--- src/rtl/pulse_spacer_pkg.sv ---
// rtl/pulse_spacer_pkg.sv - shared FSM encodings and default sizing for the pulse spacer
package pulse_spacer_pkg;

  typedef enum logic [1:0] {
    ST_IDLE = 2'd0,
    ST_FIRE = 2'd1,
    ST_GAP  = 2'd2
  } spacer_state_e;

  // Defaults suit a 3:1 fast:slow ratio feeding a 2-flop capture stage.
  localparam int DEF_GAP   = 6;
  localparam int DEF_CNT_W = 4;

endpackage

--- src/rtl/pulse_spacer_if.sv ---
// rtl/pulse_spacer_if.sv - event request in, spaced pulse and status out
interface pulse_spacer_if #(
  parameter int CNT_W = 4
) ();
  logic             event_in;
  logic             pulse_out;
  logic [CNT_W-1:0] pending;
  logic             busy;
  logic             overflow;

  modport master (output event_in, input pulse_out, pending, busy, overflow);
  modport slave  (input event_in, output pulse_out, pending, busy, overflow);
endinterface

--- src/rtl/pulse_spacer_edge_detect_rise.sv ---
// rtl/pulse_spacer_edge_detect_rise.sv - one-flop rising-edge detector on clk_fast
module edge_detect_rise (
  input  logic clk_fast,
  input  logic rst_n,
  input  logic d_i,
  output logic rise_o
);
  logic prev_q;

  // Resetting to 0 makes a level already high at reset release count once.
  always_ff @(posedge clk_fast or negedge rst_n) begin
    if (!rst_n) prev_q <= 1'b0;
    else        prev_q <= d_i;
  end

  assign rise_o = d_i & ~prev_q;
endmodule

--- src/rtl/pulse_spacer.sv ---
// rtl/pulse_spacer.sv - counts bursty events and re-emits them as pulses spaced GAP+1 cycles apart
// Option: PULSE_SPACER_EDGE_DET_EN counts only 0->1 transitions of event_in.
module pulse_spacer
  import pulse_spacer_pkg::*;
#(
  parameter int GAP   = DEF_GAP,
  parameter int CNT_W = DEF_CNT_W
) (
  input  logic         clk_fast,
  input  logic         rst_n,
  pulse_spacer_if.slave bus
);
  localparam int GW = (GAP > 1) ? $clog2(GAP) : 1;
  localparam logic [CNT_W-1:0] FULL = {CNT_W{1'b1}};

  spacer_state_e    state_q;
  logic [GW-1:0]    gap_cnt_q;
  logic [CNT_W-1:0] pending_q, pending_d;
  logic             overflow_q, overflow_d;
  logic             pulse_q;
  logic             evt, enter_fire, full, inc;

`ifdef PULSE_SPACER_EDGE_DET_EN
  edge_detect_rise u_edge (
    .clk_fast (clk_fast),
    .rst_n    (rst_n),
    .d_i      (bus.event_in),
    .rise_o   (evt)
  );
`else
  assign evt = bus.event_in;
`endif

  assign enter_fire = (pending_q != '0) &&
                      ((state_q == ST_IDLE) || (state_q == ST_GAP && gap_cnt_q == '0));
  assign full = (pending_q == FULL);
  // A simultaneous drain frees a slot, so an event at full is still accepted then.
  assign inc  = evt && (!full || enter_fire);

  always_comb begin
    pending_d  = pending_q;
    overflow_d = overflow_q;
    if (inc && !enter_fire)      pending_d = pending_q + CNT_W'(1);
    else if (!inc && enter_fire) pending_d = pending_q - CNT_W'(1);
    if (evt && !inc)             overflow_d = 1'b1;
  end

  always_ff @(posedge clk_fast or negedge rst_n) begin
    if (!rst_n) begin
      state_q    <= ST_IDLE;
      gap_cnt_q  <= '0;
      pending_q  <= '0;
      overflow_q <= 1'b0;
      pulse_q    <= 1'b0;
    end else begin
      pending_q  <= pending_d;
      overflow_q <= overflow_d;
      pulse_q    <= enter_fire;
      case (state_q)
        ST_IDLE: if (enter_fire) state_q <= ST_FIRE;
        ST_FIRE: begin
          state_q   <= ST_GAP;
          gap_cnt_q <= GW'(GAP - 1);
        end
        ST_GAP: begin
          if (gap_cnt_q == '0) state_q <= enter_fire ? ST_FIRE : ST_IDLE;
          else                 gap_cnt_q <= gap_cnt_q - GW'(1);
        end
        default: state_q <= ST_IDLE;
      endcase
    end
  end

  assign bus.pulse_out = pulse_q;
  assign bus.pending   = pending_q;
  assign bus.overflow  = overflow_q;
  assign bus.busy      = (pending_q != '0) || (state_q != ST_IDLE);
endmodule
--- src/flat_wrapper.sv ---
// flat-port wrapper written by rule: the top's interface ports become plain ports
module pulse_spacer_flat import pulse_spacer_pkg::*;
#(
  parameter int GAP   = DEF_GAP,
  parameter int CNT_W = DEF_CNT_W
)
  (clk_fast, rst_n, bus_event_in, bus_pulse_out, bus_pending, bus_busy, bus_overflow);
  pulse_spacer_if #(.CNT_W(CNT_W)) bus_i ();
  input  logic clk_fast;
  input  logic rst_n;
  input wire logic [$bits(bus_i.event_in)-1:0] bus_event_in;
  output wire logic [$bits(bus_i.pulse_out)-1:0] bus_pulse_out;
  output wire logic [$bits(bus_i.pending)-1:0] bus_pending;
  output wire logic [$bits(bus_i.busy)-1:0] bus_busy;
  output wire logic [$bits(bus_i.overflow)-1:0] bus_overflow;
  assign bus_i.event_in = bus_event_in;
  assign bus_pulse_out = bus_i.pulse_out;
  assign bus_pending = bus_i.pending;
  assign bus_busy = bus_i.busy;
  assign bus_overflow = bus_i.overflow;
  pulse_spacer #(.GAP(GAP), .CNT_W(CNT_W)) u_core (.clk_fast(clk_fast), .rst_n(rst_n), .bus(bus_i));
endmodule
--- config.mk ---
export PLATFORM = sky130hd
export DESIGN_NAME = pulse_spacer_flat
export DESIGN_NICKNAME = d
export VERILOG_FILES = /design/src/rtl/pulse_spacer_pkg.sv /design/src/rtl/pulse_spacer_if.sv /design/src/rtl/pulse_spacer_edge_detect_rise.sv /design/src/rtl/pulse_spacer.sv /design/src/flat_wrapper.sv
export SDC_FILE = /design/constraint.sdc
export NUM_CORES = 1
export LEC_CHECK = 0
export ABC_AREA = 1
export ABC_CLOCK_PERIOD_IN_PS = 2450
export BUFFER_PORTS_ARGS = -buffer_cell sky130_fd_sc_hd__buf_2
export CAP_MARGIN = 20
export CORE_AREA = 2 2 39 41
export DETAILED_ROUTE_END_ITERATION = 8
export DIE_AREA = 0 0 41 43
export PLACE_DENSITY_LB_ADDON = 0.2
export SLEW_MARGIN = 20
export SYNTH_ARGS = -nofsm -noshare
export SYNTH_HDL_FRONTEND = slang
export SYNTH_SLANG_ARGS = --single-unit
--- constraint.sdc ---
create_clock -name clk_fast -period 2.45 [get_ports clk_fast]
set_input_delay 0.3675 -clock clk_fast [delete_from_list [all_inputs] [get_ports clk_fast]]
set_output_delay 0.3675 -clock clk_fast [all_outputs]
set_load 0.005 [all_outputs]
Word level (Yosys, flattened, before mapping):

Index checks and enable logic that the tools add are counted.

* bits in registers: 11
* logic and storage cells: 42
* output and inout port bits: 7
* input port bits: 3

* multiplexer cells: 8
* add/subtract/negate cells: 3
* reduce and logical (&&, ||, !) cells: 20
* eq/ne operators: 6

Operators by type and width (number)
* $mux 4: 2
* $logic_and 1x1->1: 6
* $pmux 2 s3: 1
* $pmux 3 s2: 1
* $reduce_bool 2->1: 3
* $add 4x1->4 const B: 1
* $eq 4x4->1 const B: 1
* $mux 2: 2
* $ne 2x2->1 const B: 2
* $reduce_and 2->1: 2
* $reduce_bool 4->1: 1
* $sub 4x1->4 const B: 1
* $logic_not 1->1: 3
* $logic_not 3->1: 1
* $logic_or 1x1->1: 3
* $mux 3: 1
* $sub 3x1->3 const B: 1
* $eq 2x1->1 const B: 1
* $eq 2x2->1 const B: 1
* $logic_not 2->1: 1
* $ne 2x1->1 const B: 1
* $mux 1: 1

Longest topological paths before layout:

* word-level depth: 10
* mapped depth: 16
* mapped depth without buffers: 16

Worst setup path after synthesis:

Ideal clock, no wire load.

* kind: flip-flop to flip-flop
* from: register u_core.gap_cnt_q[0]
* to: register u_core.pending_q[3] (netlist: u_core.bus.pending[3])
* path buffers: 0
* path slack: 0.472 ns
* cell stages (with the launch flop): 15
* clock period less this slack: 1.978 ns
* setup time: 0.116 ns
* arrival: 1.861 ns
* data required time: 2.334 ns
* path through: dfrtp_1 inv_1 ha_1 nand2_1 nand2_1 a21oi_1 nor2_1 ha_1 inv_1 ha_1 or2_1 nand3_1 nand2_1 nand2_1 nand2_1

* word-level cells in the longest chain between the ends: 9
* elaborated cells on any way between the ends: 12
* classes of those cells: mux (1); reduce/logical (11)

Ends and longest elaborated chain
* start: declaration: line pulse_spacer.sv:17 `logic [GW-1:0] gap_cnt_q;`
* start signal: assignment: line pulse_spacer.sv:63 `gap_cnt_q <= GW'(GAP - 1);`
* start signal: assignment: line pulse_spacer.sv:67 `else gap_cnt_q <= gap_cnt_q - GW'(1);`
* $logic_not 3->1 (*): line pulse_spacer.sv:35 `((state_q == ST_IDLE) || (state_q == ST_GAP && gap_cnt_q == '0));`
* $logic_and 1x1->1 (*): line pulse_spacer.sv:35
* $logic_or 1x1->1 (*): line pulse_spacer.sv:35
* $logic_and 1x1->1 (*): line pulse_spacer.sv:34 `assign enter_fire = (pending_q != '0) &&`
* $logic_or 1x1->1: line pulse_spacer.sv:38 `assign inc = evt && (!full || enter_fire);`
* $logic_and 1x1->1: line pulse_spacer.sv:38
* $logic_not 1->1: line pulse_spacer.sv:44 `else if (!inc && enter_fire) pending_d = pending_q - CNT_W'(1);`
* $logic_and 1x1->1: line pulse_spacer.sv:44
* $reduce_bool 2->1 (no source line)
* end signal: assignment: line pulse_spacer.sv:56 `pending_q <= pending_d;`
* end: declaration: line pulse_spacer.sv:18 `logic [CNT_W-1:0] pending_q, pending_d;`

Every way passes the cells marked *; elsewhere a longest branch is shown, timed or not.
A chain may end at the register's enable or synchronous reset.

Worst setup path after layout:

Same ends and word-level chain as after synthesis.

==> out/qor.yml <==
die:
  die_area_um2: 1763
  die_x_um: 41
  die_y_um: 43
  io_pins: 10
  fp-row-count: 14
  start_util_pct: 43.67
  core_um2: 1384
placement:
  io_buffers: 9
  place.detailed.hpwl_um: 797.2
  gp_congestion: 0.7270
  dp_slack_ps: 310.0
hold_path:
  hold_class: "primary input to flip-flop"
  min_to: "u_core.bus.overflow"
  min_from: "bus_event_in"
  hold_depth: 3
timing:
  min_period_ps: 2128
  fin_tns_setup_ps: 0
  post-route-period-util_pct: 86.86
  worstMarginPinSlew_ps: 244.3
  setup-violations-final: 0
  skew_ps: 0.4826
  slew_viol_final: 0
  hold_viol: 0
  relSlewSlack_pct: 83.71
  fmax_ghz: 0.4699
  rsz0062_at_grt: "no"
  timing.final.ws_setup_ps: 322.0
global_route:
  gr-total-overflow: 0
  antenna_found_initial: 0
  grt_pass1_vias: 446
  grt_pass1_wl_um: 1800
  grt.total_usage_pct: 15.26
  grt_max_degree: 12
route:
  drtIter0Drc: 7
  wire_per_inst_um: 9.371
  drt_wl_total_um: 984
  via_count: 495
  ant_nets: 0
  remaining_drc_errors: 0
  dr.pass1.iters: 2
  vias_per_cell: 4.714
synthesis:
  syn_area_um2: 604.3
  ys_types: 13
  synth_top_area_share_pct: 45.55
  seq_area_frac_synth_pct: 45.55
  syn_nets: 84
  ys_seq_elements: 11
  ys.warnings.count: 0
  yosys.area.top_type: "dfrtp_1"
  synthTopCellsByArea: "dfrtp_1, nand2_1, ha_1, inv_1, fa_1"
  netlist_instances: 75
  avgSynthCellArea_um2: 8.058
worst_setup_path:
  reg2reg_from: "u_core.gap_cnt_q[0]"
  crit_arrival_ps: 2280
  rrSetupSlack_ps: 320
  rr_endpoint: "u_core.bus.pending[3]"
  r2r_cells: 14
  crit_type: "flip-flop to flip-flop"
  cp-start-kind: "flip-flop"
  cp_max_fo: 4
  cp.required_ps: 2610
  endpoint_kind: "flip-flop"
layout:
  drive_above_1_share_pct: 13.48
  fillCellCount: 132
  area_growth_pct: 16.77
  diodes: 0
  nNetsFinal: 99
pwr:
  power_density_nw_per_um2: 1411
  p_leak_nw: 0.3994
  peakVddDrop_mv: 0.5492
  power.total_w: 0.0009954
clock_network:
  numCtsBuffers: 3
  clkSinkCount: 11
  clockBufferDepth: 2
  cts_tree: "yes"
  htree_levels: 1
  clock_latency_ps: 260
  ctsResizeCount: 0
  clkSlewWorstSetupHoldPaths_ps: 60
  root_buffer: "clkbuf_4"
job:
  cap_violations: 0
outcome:
  status: "finished clean"
## cell type report
type                            count  area (µm²)  area share [%]
Multi-Input combinational cell     50       276.5           39.18
Tap cell                           16       20.02           2.837
Clock buffer                        4       26.28           3.723
Sequential cell                    11       275.3           39.01
Timing Repair Buffer               10       55.05           7.801
Inverter                           14       52.55           7.447
## where the power goes
part           internal [W]  total, W  switching, W
registers          0.000268  0.000344     0.0000763
clock network     0.0000629  0.000118     0.0000553
logic              0.000229  0.000533      0.000303
total              0.000560  0.000995      0.000435
## cell usage after synthesis (all sizes together)
| cell type | n |
|---|---|
| nand4 | 2 |
| inv | 14 |
| o21ai | 2 |
| nor2 | 5 |
| xnor2 | 2 |
| nand2 | 26 |
| fa | 1 |
| a21oi | 1 |
| dfrtp | 11 |
| ha | 5 |
| or2 | 1 |
| o22ai | 1 |
| nand3 | 4 |
## cell usage in the layout, fill, tap and decap left out
cell type      instances
o21ai_0                2
nand2_1               26
inv_1                 14
nand3_1                4
nor2_1                 5
clkbuf_4               3
o22ai_1                1
clkbuf_1               1
xnor2_1                2
fa_1                   1
ha_1                   5
dfrtp_1               11
buf_2                  9
or2_1                  1
nand4_1                2
dlygate4sd3_1          1
a21oi_1                1
## registers in the layout, summed over array words and instances, names as in the netlist
name and cells:
u_core.state_q 2, u_core.bus.pending 4, u_core.bus.overflow 1, u_core.bus.pulse_out 1
u_core.gap_cnt_q 3
## worst max-delay path: stages (launching register included)
cell     delay [ps]
dfrtp_1         320
inv_1            60
ha_1            200
nand2_1          80
nand2_1          70
a21oi_1         170
nor2_1           60
ha_1            190
inv_1           130
ha_1            270
or2_1           240
nand3_1          80
nand2_1          50
nand2_1          50
nand2_1          40
## how the worst max path moves through the flow
stage                        startpoint               endpoint
floorplan           u_core.gap_cnt_q[0]  u_core.bus.pending[3]
global route        u_core.gap_cnt_q[0]  u_core.bus.pending[3]
global placement    u_core.gap_cnt_q[0]  u_core.bus.pending[3]
detailed placement  u_core.gap_cnt_q[0]  u_core.bus.pending[3]
CTS                 u_core.gap_cnt_q[0]  u_core.bus.pending[3]
finish              u_core.gap_cnt_q[0]  u_core.bus.pending[3]
## metrics by stage
step                hold slack [ps]  area, µm²  util, %  cells
finish                        311.5      705.7    50.99    105
global route                  329.4      705.7    50.99    105
CTS                           303.0      705.7    50.99    105
detailed placement            252.9      669.4    48.37    100
global placement              246.6      669.4    48.37    100
floorplan                     71.91      604.3        -     75
## metal layers
metal	track usage (%)	wire length (µm)	share of wire (%)	up-vias
met3	6.283	44	4.5	2
met2	21.88	471	48	10
met5	0	0	0	-
met4	8.000	12	1.2	0
met1	18.79	455	46	225
li1	-	-	-	258
## cell families (layout without fill, tap and decap cells)
kind of cell / after synthesis / after routing / synth area share (%)
flip-flops: 11 / 11 / 45.55
XOR/XNOR: 2 / 2 / 2.899
buffers and inverters: 14 / 28 / 8.696
AO/OA/AOI/OAI: 4 / 4 / 3.520
adder cells (fa/ha/maj): 6 / 6 / 13.66
AND/OR/NAND/NOR: 38 / 38 / 25.67
## repair_timing
action                                  4_1_cts  5_1_grt
endpoints found under the hold margin        11        0
endpoints found under the setup margin        0        0
setup buffers                                 0        0
hold buffers                                  1        0
No activity file was read; power rests on OpenSTA's default activity.
